File: src/rtl/condicionador_entradas.sv
// Input conditioning ahead of the sequence game FSM: every raw key/switch is
// synchronized and debounced per channel, then turned into clean levels and
// single-cycle rising-edge pulses. All outputs derive from registered state.

// One debounce channel: 2-FF synchronizer, agreement-reset counter, stable
// level and its one-cycle-delayed copy for edge detection.
module condicionador_canal #(
    parameter int DEBOUNCE_CICLOS = 50000,
    parameter int LARG_CONT       = 16
) (
    input  logic clock,
    input  logic reset,
    input  logic bruto,
    output logic est,
    output logic est_ant,
    output logic cnt_zero
);
    localparam logic [LARG_CONT-1:0] CNT_MAX = LARG_CONT'(DEBOUNCE_CICLOS - 1);

    logic                 s1;
    logic                 s2;
    logic [LARG_CONT-1:0] cnt;

    // Two-flop synchronizer for the asynchronous raw input
    always_ff @(posedge clock or negedge reset) begin
        if (!reset) begin
            s1 <= 1'b0;
            s2 <= 1'b0;
        end else begin
            s1 <= bruto;
            s2 <= s1;
        end
    end

    // Accept a new level only after DEBOUNCE_CICLOS consecutive disagreeing
    // samples; any single agreeing sample throws the partial count away.
    always_ff @(posedge clock or negedge reset) begin
        if (!reset) begin
            cnt     <= '0;
            est     <= 1'b0;
            est_ant <= 1'b0;
        end else begin
            est_ant <= est;
            if (s2 == est) begin
                cnt <= '0;
            end else if (cnt == CNT_MAX) begin
                est <= s2;
                cnt <= '0;
            end else begin
                cnt <= cnt + LARG_CONT'(1);
            end
        end
    end

    assign cnt_zero = (cnt == '0);
endmodule

// Six independent channels: buttons 0..3, jogar (4), modo (5).
module condicionador_entradas #(
    parameter int DEBOUNCE_CICLOS = 50000,
    parameter int LARG_CONT       = 16
) (
    input  logic       clock,
    input  logic       reset,
    input  logic [3:0] botoes_brutos,
    input  logic       jogar_bruto,
    input  logic       modo_bruto,
    output logic [3:0] botoes,
    output logic [3:0] botoes_pulso,
    output logic       jogar_pulso,
    output logic       modo,
    output logic       multiplo,
    output logic       db_estavel
);
    localparam int NUM_CANAIS = 6;
    localparam int CH_JOGAR   = 4;
    localparam int CH_MODO    = 5;

    logic [NUM_CANAIS-1:0] bruto;
    logic [NUM_CANAIS-1:0] est;
    logic [NUM_CANAIS-1:0] est_ant;
    logic [NUM_CANAIS-1:0] cnt_zero;
    logic [2:0]            qtd_botoes;

    assign bruto = {modo_bruto, jogar_bruto, botoes_brutos};

    for (genvar g = 0; g < NUM_CANAIS; g++) begin : g_canal
        condicionador_canal #(
            .DEBOUNCE_CICLOS(DEBOUNCE_CICLOS),
            .LARG_CONT      (LARG_CONT)
        ) u_canal (
            .clock   (clock),
            .reset   (reset),
            .bruto   (bruto[g]),
            .est     (est[g]),
            .est_ant (est_ant[g]),
            .cnt_zero(cnt_zero[g])
        );
    end

    // Number of buttons currently held (stable level)
    always_comb begin
        qtd_botoes = '0;
        for (int i = 0; i < 4; i++) begin
            qtd_botoes = qtd_botoes + {2'b00, est[i]};
        end
    end

    // A button pulse is only meaningful when it is the sole button held, so
    // chords and presses during another held button never pulse.
    assign botoes       = est[3:0];
    assign botoes_pulso = est[3:0] & ~est_ant[3:0] & {4{qtd_botoes == 3'd1}};
    assign jogar_pulso  = est[CH_JOGAR] & ~est_ant[CH_JOGAR];
    assign modo         = est[CH_MODO];
    assign multiplo     = (qtd_botoes >= 3'd2);
    assign db_estavel   = &cnt_zero;
endmodule

File: config.mk
export PLATFORM = sky130hd
export DESIGN_NAME = condicionador_entradas
export DESIGN_NICKNAME = d
export VERILOG_FILES = /design/src/rtl/condicionador_entradas.sv
export SDC_FILE = /design/constraint.sdc
export NUM_CORES = 1
export LEC_CHECK = 0
export CORE_ASPECT_RATIO = 0.8
export CORE_UTILIZATION = 45
export DETAILED_ROUTE_END_ITERATION = 12
export PLACE_DENSITY = 0.65
export SETUP_SLACK_MARGIN = 0.2
export SYNTH_ARGS = -nofsm -noshare
export SYNTH_HDL_FRONTEND = slang
export SYNTH_HIERARCHICAL = 1
export SYNTH_SLANG_ARGS = --single-unit
File: constraint.sdc
create_clock -name clock -period 3.5 [get_ports clock]
set_clock_uncertainty 0.2 [all_clocks]
set_input_delay 0.7 -clock clock [delete_from_list [all_inputs] [get_ports clock]]
set_output_delay 0.7 -clock clock [all_outputs]
set_load 0.02 [all_outputs]
======== Word-level counts from Yosys, hierarchy flattened ========
Index checks and enable logic that the tools add are counted.
storage, ports and cells
  register bits ........................... 119
  input bits .............................. 8
  output and inout port bits .............. 12
  logic and storage cells ................. 88
cells by class
  $add $sub $neg .......................... 9
  order comparisons ....................... 1
  equal/unequal tests ..................... 13
  mux-type cells .......................... 12
  bitwise gates (word level) .............. 11
  reduce and logical (&&, ||, !) cells .... 13
operator list
  cell                                                 number
  two-way mux 16 bit                                   12
  adder 16 x 1 -> 16 bit, second input constant        6
  equality test 16 bit, second input constant          6
  zero test 16 bit                                     6
  AND reduction 2 bit                                  6
  bitwise AND 4 bit                                    2
  NOT 1 bit                                            7
  equality test 1 bit                                  6
  AND reduction 6 bit                                  1
  NOT 4 bit                                            1
  adder 2 x 1 -> 3 bit                                 1
  adder 3 x 1 -> 3 bit                                 1
  equality test 3 x 1 -> 1 bit, second input constant  1
  >= comparator 3 x 2 -> 1 bit, second input constant  1
  adder 1 x 1 -> 2 bit                                 1
  bitwise AND 1 bit                                    1

======== Longest topological paths before layout ========
Gate-level depths: netlist of the first run.
  depth after elaboration ................. 5
  gate-level depth with buffers ........... 8
  gate-level depth less buffers ........... 8

======== Cells and area by module ========
Netlist of the first run, hierarchy kept.
by module, submodules not included
  module                  times used  cells an instance  area an instance (µm²)  sequential area each (µm²)
  condicionador_canal     6           93                 949.7                   500.5
  condicionador_entradas  1           25                 180.2                   0.0

======== Worst setup path before layout of the first run ========
Ideal clock, no wire load.
  kind .................................... register to output
  start ................................... register g_canal[0].u_canal.est
  end ..................................... output botoes_pulso[0]
  arrival ................................. 2.360 ns
  required time ........................... 2.600 ns
  slack ................................... 0.240 ns
  stages on the path, launching flop included .. 9
  path buffers ............................ 0
  path through ............................ dfrtp_1 > inv_1 > fa_1 > inv_1 > ha_1 > inv_1 > ha_1 > or3b_4 > nor3_1
between the ends
  longest elaborated chain between the ends .. 5
  elaborated cells between the ends (all ways) .. 6
  those cells by class .................... add/sub (3); eq/ne (1); bitwise (2)
RTL lines
  item                          RTL line  RTL
  start: declaration            14        output logic est,
  start signal: assignment      40        est <= 1'b0;
  start signal: assignment      47        est <= s2;
  adder 1 x 1 -> 2 bit          105       qtd_botoes = qtd_botoes + {2'b00, est[i]};
  adder 2 x 1 -> 3 bit          105
  adder 3 x 1 -> 3 bit          105
  equality test 3 x 1 -> 1 bit  112       assign botoes_pulso = est[3:0] & ~est_ant[3:0] & {4{qtd_botoes == 3'd1}};
  bitwise AND 4 bit *           112
  end: declaration              69        output logic [3:0] botoes_pulso,
Every way passes the cells marked *; elsewhere a longest branch is shown, timed or not.

======== Worst setup path in the final report of the first run ========
  start ................................... register g_canal[1].u_canal.est
  end ..................................... output botoes_pulso[2]
between the ends
  longest elaborated chain between the ends .. 5
RTL lines
  item                          RTL line
  start: declaration            14
  start signal: assignment      40
  start signal: assignment      47
  adder 1 x 1 -> 2 bit          105
  adder 2 x 1 -> 3 bit          105
  adder 3 x 1 -> 3 bit          105
  equality test 3 x 1 -> 1 bit  112
  bitwise AND 4 bit             112
No other way between the ends.

==> impl_summary.log, run 1 <==
INFO  metric outcome = completed
INFO  metric critical-path-slowest-cell = fa_1
INFO  metric die_area = ~0.013 mm^2
INFO  metric max_clock_freq = 0.2865 GHz
INFO  metric synthesis.area = 0.005853 mm^2
INFO  metric timing.critical_path.to_type = primary output
INFO  metric drt-initial-drc-count = roughly 210
INFO  metric worst_slack = between 9 and 10 ps
INFO  metric vias = ~4100
INFO  metric syn-num-nets = just over 600
INFO  metric track_usage = between 10% and 20%
INFO  metric critPathKind = reg2out
INFO  metric final_period_minus_worst_setup_slack = approximately 3500 ps
INFO  metric synthesis.yosys.warnings = 6
INFO  metric postRouteWirelength = about 11 mm
INFO  metric clk_transition_reported_paths = approximately 50 ps
INFO  metric place.gp.congestion = slightly above 0.8
INFO  metric grt_pass1_wl = between 15 and 20 mm
INFO  metric final_net_count = roughly 650
INFO  metric power_per_cell_area = ~480 mW/mm^2
INFO  metric worst_setup_path_start_kind = flop
INFO  metric maxCapViolations = 0
INFO  metric grt_remaining_overflow = 0
INFO  metric start_util = roughly 47%
INFO  metric worstSetupStartpoint = g_canal[1].u_canal/est
INFO  metric regToRegStartpoint = g_canal[2].u_canal/cnt[4]
INFO  metric crit_fanout = 4
INFO  metric pin_count_of_the_biggest_net_entering_global_routing = 50
INFO  metric clock_tree.buffer_depth = 2
INFO  metric crit_path_cell_trace = inv_2 -> fa_1 -> inv_1 -> ha_2 -> inv_2 -> ha_4 -> or3b_4 -> nor3b_2 -> buf_4
INFO  metric cts-buffers-inserted = 17
INFO  metric layout-area-overhead-vs-synth = 18.38%
INFO  metric insertedDiodeCount = 0
INFO  metric numClockSinks = around 120
INFO  metric crit_path_frequent_cell = inv_2
INFO  metric reg_to_reg_setup_timing_slack = about 1200 ps
INFO  metric design.core.area = roughly 0.012 mm^2
INFO  metric finalCoreUtilization = a little under three fifths
INFO  metric report.final.hold_viol_count = 0
INFO  metric slew_headroom = approximately two fifths
INFO  metric report.final.slew_viol_count = 0
INFO  metric cp.arrival = around 2600 ps
INFO  metric cp_required = about 2600 ps
INFO  metric clock_tree_root_driver_cell = clkbuf_16
INFO  metric setup_viol = 0
INFO  metric portBuffers = 19
INFO  metric grt_antenna_before_repair = 0
INFO  metric wire_per_inst = between 10 and 15 um
INFO  metric vdd_drop_max = approximately 0.44 mV
INFO  metric filler_cell_count = 1062
INFO  metric height_of_the_die = approximately 100 um
INFO  metric insertion_delay = about 410 ps
INFO  metric timing.hold.worst.class = in2async
INFO  metric reg2reg_to = g_canal[2].u_canal/cnt[3]
INFO  metric io_pins = 20
INFO  metric critPathCapture = botoes_pulso[2]
INFO  metric drtAntennaViolNets = 0
INFO  metric worstRegToRegCells = 4
INFO  metric leakagePower = around 0.0029 uW
INFO  metric mapped_cells = just under 600
INFO  metric dpl.hpwl = 7.511 mm
INFO  metric clock_tree_from_tritoncts = done
INFO  metric chipWidth = roughly 130 um
INFO  metric drive_above_1_share = between 10% and 20%
INFO  metric slowest_delay = around 530 ps
INFO  metric grt_setup_unrepaired = true
INFO  metric rows = 36
INFO  metric route.detailed.vias_per_inst = roughly 5.1
INFO  metric cts_htree_levels = 4
INFO  metric syn-mean-instance-area = roughly 10 um^2
INFO  metric timing.final.crit_share = 99.72%
INFO  metric drc = 0
INFO  metric worst_pin_slew = around 900 ps
INFO  metric dpl_worst_slack = -214.1 ps
INFO  metric drt_pass1_iterations = 4
INFO  metric first_global_vias = between 4000 and 5000
[cell type report]
type	count	area, um^2	area share [%]
Sequential cell	119	2978	42.98
Multi-Input combinational cell	410	2669	38.52
Clock buffer	24	501.7	7.241
Timing Repair Buffer	32	287.8	4.153
Tap cell	171	214.0	3.088
Inverter	43	161.4	2.329
Clock inverter	8	117.6	1.697
[worst max-delay path: cells and delay by family, from the launching register on]
kind	cells	cell delay, ps
adder cells (fa/ha/maj)	3	900
buffers and inverters	4	320
flip-flops	1	360
AND/OR/NAND/NOR	2	590
[routing by layer]
metal	vias to the layer above	GRT usage [%]	wire length [um]	share of wire [%]
met5	-	0	0	0
met4	0	5.066	91	0.82
met3	8	5.401	337	3.0
met2	50	28.88	5345	48
met1	2034	25.40	5374	48
li1	2042	-	-	-
[cell usage in the layout (no fill, tap or decap), types with 2 or more instances in the layout]
cell / instances
buf_4: 17
bufinv_16: 3
clkbuf_1: 2
clkbuf_16: 17
clkbuf_8: 5
clkdlybuf4s50_1: 12
clkinv_2: 4
dfrtp_1: 119
ha_1: 13
inv_1: 40
inv_2: 3
mux2_2: 6
nand2_1: 25
nand3_1: 30
nand3_2: 6
nand4_1: 25
nor2_1: 132
nor3_1: 30
nor3_2: 3
nor4_1: 35
o41ai_4: 6
xnor2_1: 78
xor2_1: 12
[stage by stage]
| step | TNS (ps) | power, uW | hold slack (ps) | cells | instance area (um^2) |
|---|---|---|---|---|---|
| floorplan | 0 | 1521 | 131.2 | 582 | 5853 |
| global placement | -360.1 | 1574 | 132.3 | 771 | 6237 |
| detailed placement | -673.0 | 1579 | 136.4 | 771 | 6237 |
| CTS | -20.76 | 3396 | 131.5 | 805 | 6888 |
| global route | -375.9 | 3490 | 156.4 | 807 | 6929 |
| finish | 0 | 3348 | 109.1 | 807 | 6929 |
[timing repair]
item                       in CTS  in global routing
setup endpoints to repair       6                  6
hold buffers                    0                  0
gates resized for setup        38                  5
buffers inserted                2                  2
gates cloned                    0                  0
pin swaps                       3                  1
[worst min-delay path by stage]
stage,startpoint,end
after floorplan,g_canal[0].u_canal/s1,g_canal[0].u_canal/s2
after global placement,g_canal[4].u_canal/s1,g_canal[4].u_canal/s2
after detailed placement,g_canal[0].u_canal/s1,g_canal[0].u_canal/s2
after CTS,reset,g_canal[2].u_canal/cnt[6]
after global routing,reset,g_canal[2].u_canal/cnt[6]
final,reset,g_canal[2].u_canal/cnt[6]
[where the power goes]
group          switching [uW]  total, uW  internal (uW)  leakage [uW]
Sequential               24.9       1430           1400       0.00162
Clock                     585       1790           1210      0.000306
Combinational            81.9        128           45.9      0.000992
[state kept, by name, indices dropped and copies added (netlist names)]
name / flops
g_canal.u_canal/s1: 6
g_canal.u_canal/s2: 6
g_canal.u_canal/est_ant: 5
g_canal.u_canal/est: 6
g_canal.u_canal/cnt: 96
No activity file was read; power rests on OpenSTA's default activity.
==> run 2, diff against run 1 <==
==> constraint.sdc (replaced) <==
create_clock -name clock -period 3.5 [get_ports clock]
set_clock_uncertainty 0.2 [all_clocks]
set_input_delay 0.7 -clock clock [delete_from_list [all_inputs] [get_ports clock]]
set_output_delay 0.7 -clock clock [all_outputs]
set_load 0.005 [all_outputs]
==> impl_summary.log, run 2 (same netlist as run 1, synthesis figures left out) <==
INFO  metric outcome = completed
INFO  metric drc = 0
INFO  metric cts-buffers-inserted = 17
INFO  metric largest_register_ffs = 96
INFO  metric postRouteWirelength = ~11 mm
INFO  metric report.final.hold_viol_count = 0
INFO  metric cp.arrival = around 2600 ps
INFO  metric insertedDiodeCount = 0
INFO  metric seqCellArea = slightly below 0.003 mm^2
INFO  metric placedCellCount = 770
INFO  metric filler_cell_count = ~1100
INFO  metric setup_viol = 0
INFO  metric clk_transition_reported_paths = 50 ps
INFO  metric final_period_minus_worst_setup_slack = roughly 3500 ps
INFO  metric fin_cells = between 800 and 900
INFO  metric critical-path-slowest-cell = fa_1
INFO  metric drive_above_1_share = approximately an eighth
INFO  metric worst_setup_path_start_kind = flop
INFO  metric crit_path_frequent_cell = inv_2
INFO  metric sum_neg_setup_slack = 0 ps
INFO  metric multi_input_combinational_cell_area = between 0.002 and 0.003 mm^2
INFO  metric route.detailed.vias_per_inst = 5.105
INFO  metric vias = around 4100
INFO  metric power.net_switching = between 600 and 700 uW
INFO  metric clock_tree_root_driver_cell = clkbuf_16
INFO  metric io_pins = 20
INFO  metric dpl.hpwl = about 7.5 mm
INFO  metric drt_pass1_iterations = 6
INFO  metric maxCapViolations = 0
INFO  metric portBuffers = 19
INFO  metric finalCoreUtilization = about 55%
INFO  metric critPathKind = reg2out
INFO  metric die_area = approximately 0.013 mm^2
INFO  metric timing.final.crit_share = 99.19%
INFO  metric crit_fanout = 4
INFO  metric holdWs = between 100 and 150 ps
INFO  metric crit_buf_inv = 4
INFO  metric drtAntennaViolNets = 0
INFO  metric grt_setup_unrepaired = true
INFO  metric pin_count_of_the_biggest_net_entering_global_routing = 50
INFO  metric place.gp.congestion = about 0.8
INFO  metric switching_fraction_of_total_power = a little over 20%
INFO  metric grt_pass1_wl = just under 20 mm
INFO  metric numClockSinks = ~120
INFO  metric first_global_vias = a little over 4000
INFO  metric start_util = between 40% and 50%
INFO  metric max_flop_register = g_canal.u_canal/cnt
INFO  metric power.clock.fraction = between 50% and 60%
INFO  metric leakagePower = 0.002893 uW
INFO  metric slew_headroom = between 40% and 50%
INFO  metric final_cell_mix = nor2_1, dfrtp_1, xnor2_1
INFO  metric clock_tree_from_tritoncts = done
INFO  metric layout-area-overhead-vs-synth = 17.44%
INFO  metric final_common_cell = nor2_1
INFO  metric chipWidth = 129.5 um
INFO  metric track_usage = between 10% and 20%
INFO  metric timing.hold.worst.class = in2async
INFO  metric seq_power_share = between 40% and 50%
INFO  metric final_net_count = ~650
INFO  metric rows = 36
INFO  metric critPathTopFamily = adder cells
INFO  metric insertion_delay = slightly above 400 ps
INFO  metric grt_remaining_overflow = 0
INFO  metric report.final.slew_viol_count = 0
INFO  metric power_report.internal_total = 2605 uW
INFO  metric height_of_the_die = 104.0 um
INFO  metric comb_power_share = 3.9%
INFO  metric timing.critical_path.to_type = primary output
INFO  metric clock_tree.buffer_depth = 2
INFO  metric grt_antenna_before_repair = 0
INFO  metric max_clock_freq = ~0.29 GHz
INFO  metric cp_required = 2600 ps
INFO  metric worst_pin_slew = between 800 and 900 ps
INFO  metric slowest_delay = roughly 530 ps
INFO  metric crit_path_cell_trace = inv_2 -> fa_1 -> inv_1 -> ha_2 -> inv_2 -> ha_4 -> or3b_4 -> nor3b_2 -> buf_2
INFO  metric design.core.area = around 0.012 mm^2
INFO  metric hold_buffers = 0
INFO  metric worst_slack = 28.43 ps
INFO  metric power_per_cell_area = between 400 and 500 mW/mm^2
INFO  metric wire_per_inst = 13.87 um
INFO  metric cts_htree_levels = 4
INFO  metric vdd_drop_max = 0.3203 mV
INFO  metric dpl_worst_slack = -65.81 ps
INFO  metric drt-initial-drc-count = 223
-- run 2: cell types whose count changed in the layout (fill, tap and decap cells not counted), moves of 2 or more --
cell / delta
buf_2: +5
clkbuf_8: +2
clkinv_2: -3
buf_4: -5
clkbuf_1: -2
-- run 2: metrics by stage --
step / cell area (um^2) / power [uW]
final: 6874 / 3268
after global routing: 6874 / 3396
after CTS: 6849 / 3311
after detailed placement: 6230 / 1580
after global placement: 6230 / 1573
after floorplan: 5853 / 1521
-- run 2: routing by layer --
metal / global-route usage [%] / vias to the layer above / part of all wire (%)
met5: 0 / - / 0
met1: 24.15 / 1965 / 48
met4: 8.056 / 0 / 1.9
met3: 5.247 / 23 / 3.7
li1: - / 2036 / -
met2: 29.03 / 65 / 47
-- run 2: final cells by class --
cell class	instances	share of cell area [%]
Inverter	43	2.348
Multi-Input combinational cell	410	38.82
Tap cell	171	3.112
Sequential cell	119	43.32
Clock buffer	24	7.590
Timing Repair Buffer	31	3.859
Clock inverter	3	0.9465
-- run 2: final timing paths --
check	from	end	slack (ps)	cells past startpoint
setup / recovery	g_canal[0].u_canal/est	botoes_pulso[2]	30	9
hold / removal	reset	g_canal[2].u_canal/cnt[5]	110	1
setup reg to reg	g_canal[5].u_canal/cnt[4]	g_canal[5].u_canal/cnt[3]	1180	5
hold reg to reg	g_canal[0].u_canal/s1	g_canal[0].u_canal/s2	140	0
max in group asynchronous	reset	g_canal[2].u_canal/cnt[8]	2230	2
min in group clock	g_canal[0].u_canal/s1	g_canal[0].u_canal/s2	140	0
-- run 2: power by group through the flow --
stage          clock, uW  sequential (uW)  combinational [uW]
6_report            1710             1430                 127
5_1_grt             1820             1430                 149
4_1_cts             1750             1430                 133
3_5_place_dp           0             1450                 130
3_3_place_gp           0             1450                 125
2_1_floorplan          0             1440                76.2
-- run 2: what timing repair did --
item | CTS | global route
buffers inserted | 1 | 3
gates cloned | 0 | 0
setup endpoints to repair | 6 | 6
resized for setup | 31 | 3
pin swaps | 4 | 8
-- run 2: worst register-to-register path, stage by stage, from the launching register on --
cell and delay [ps]:
dfrtp_1 430, nor4_1 280, nand2_1 140, buf_4 160
o41ai_4 810, nor2_1 130
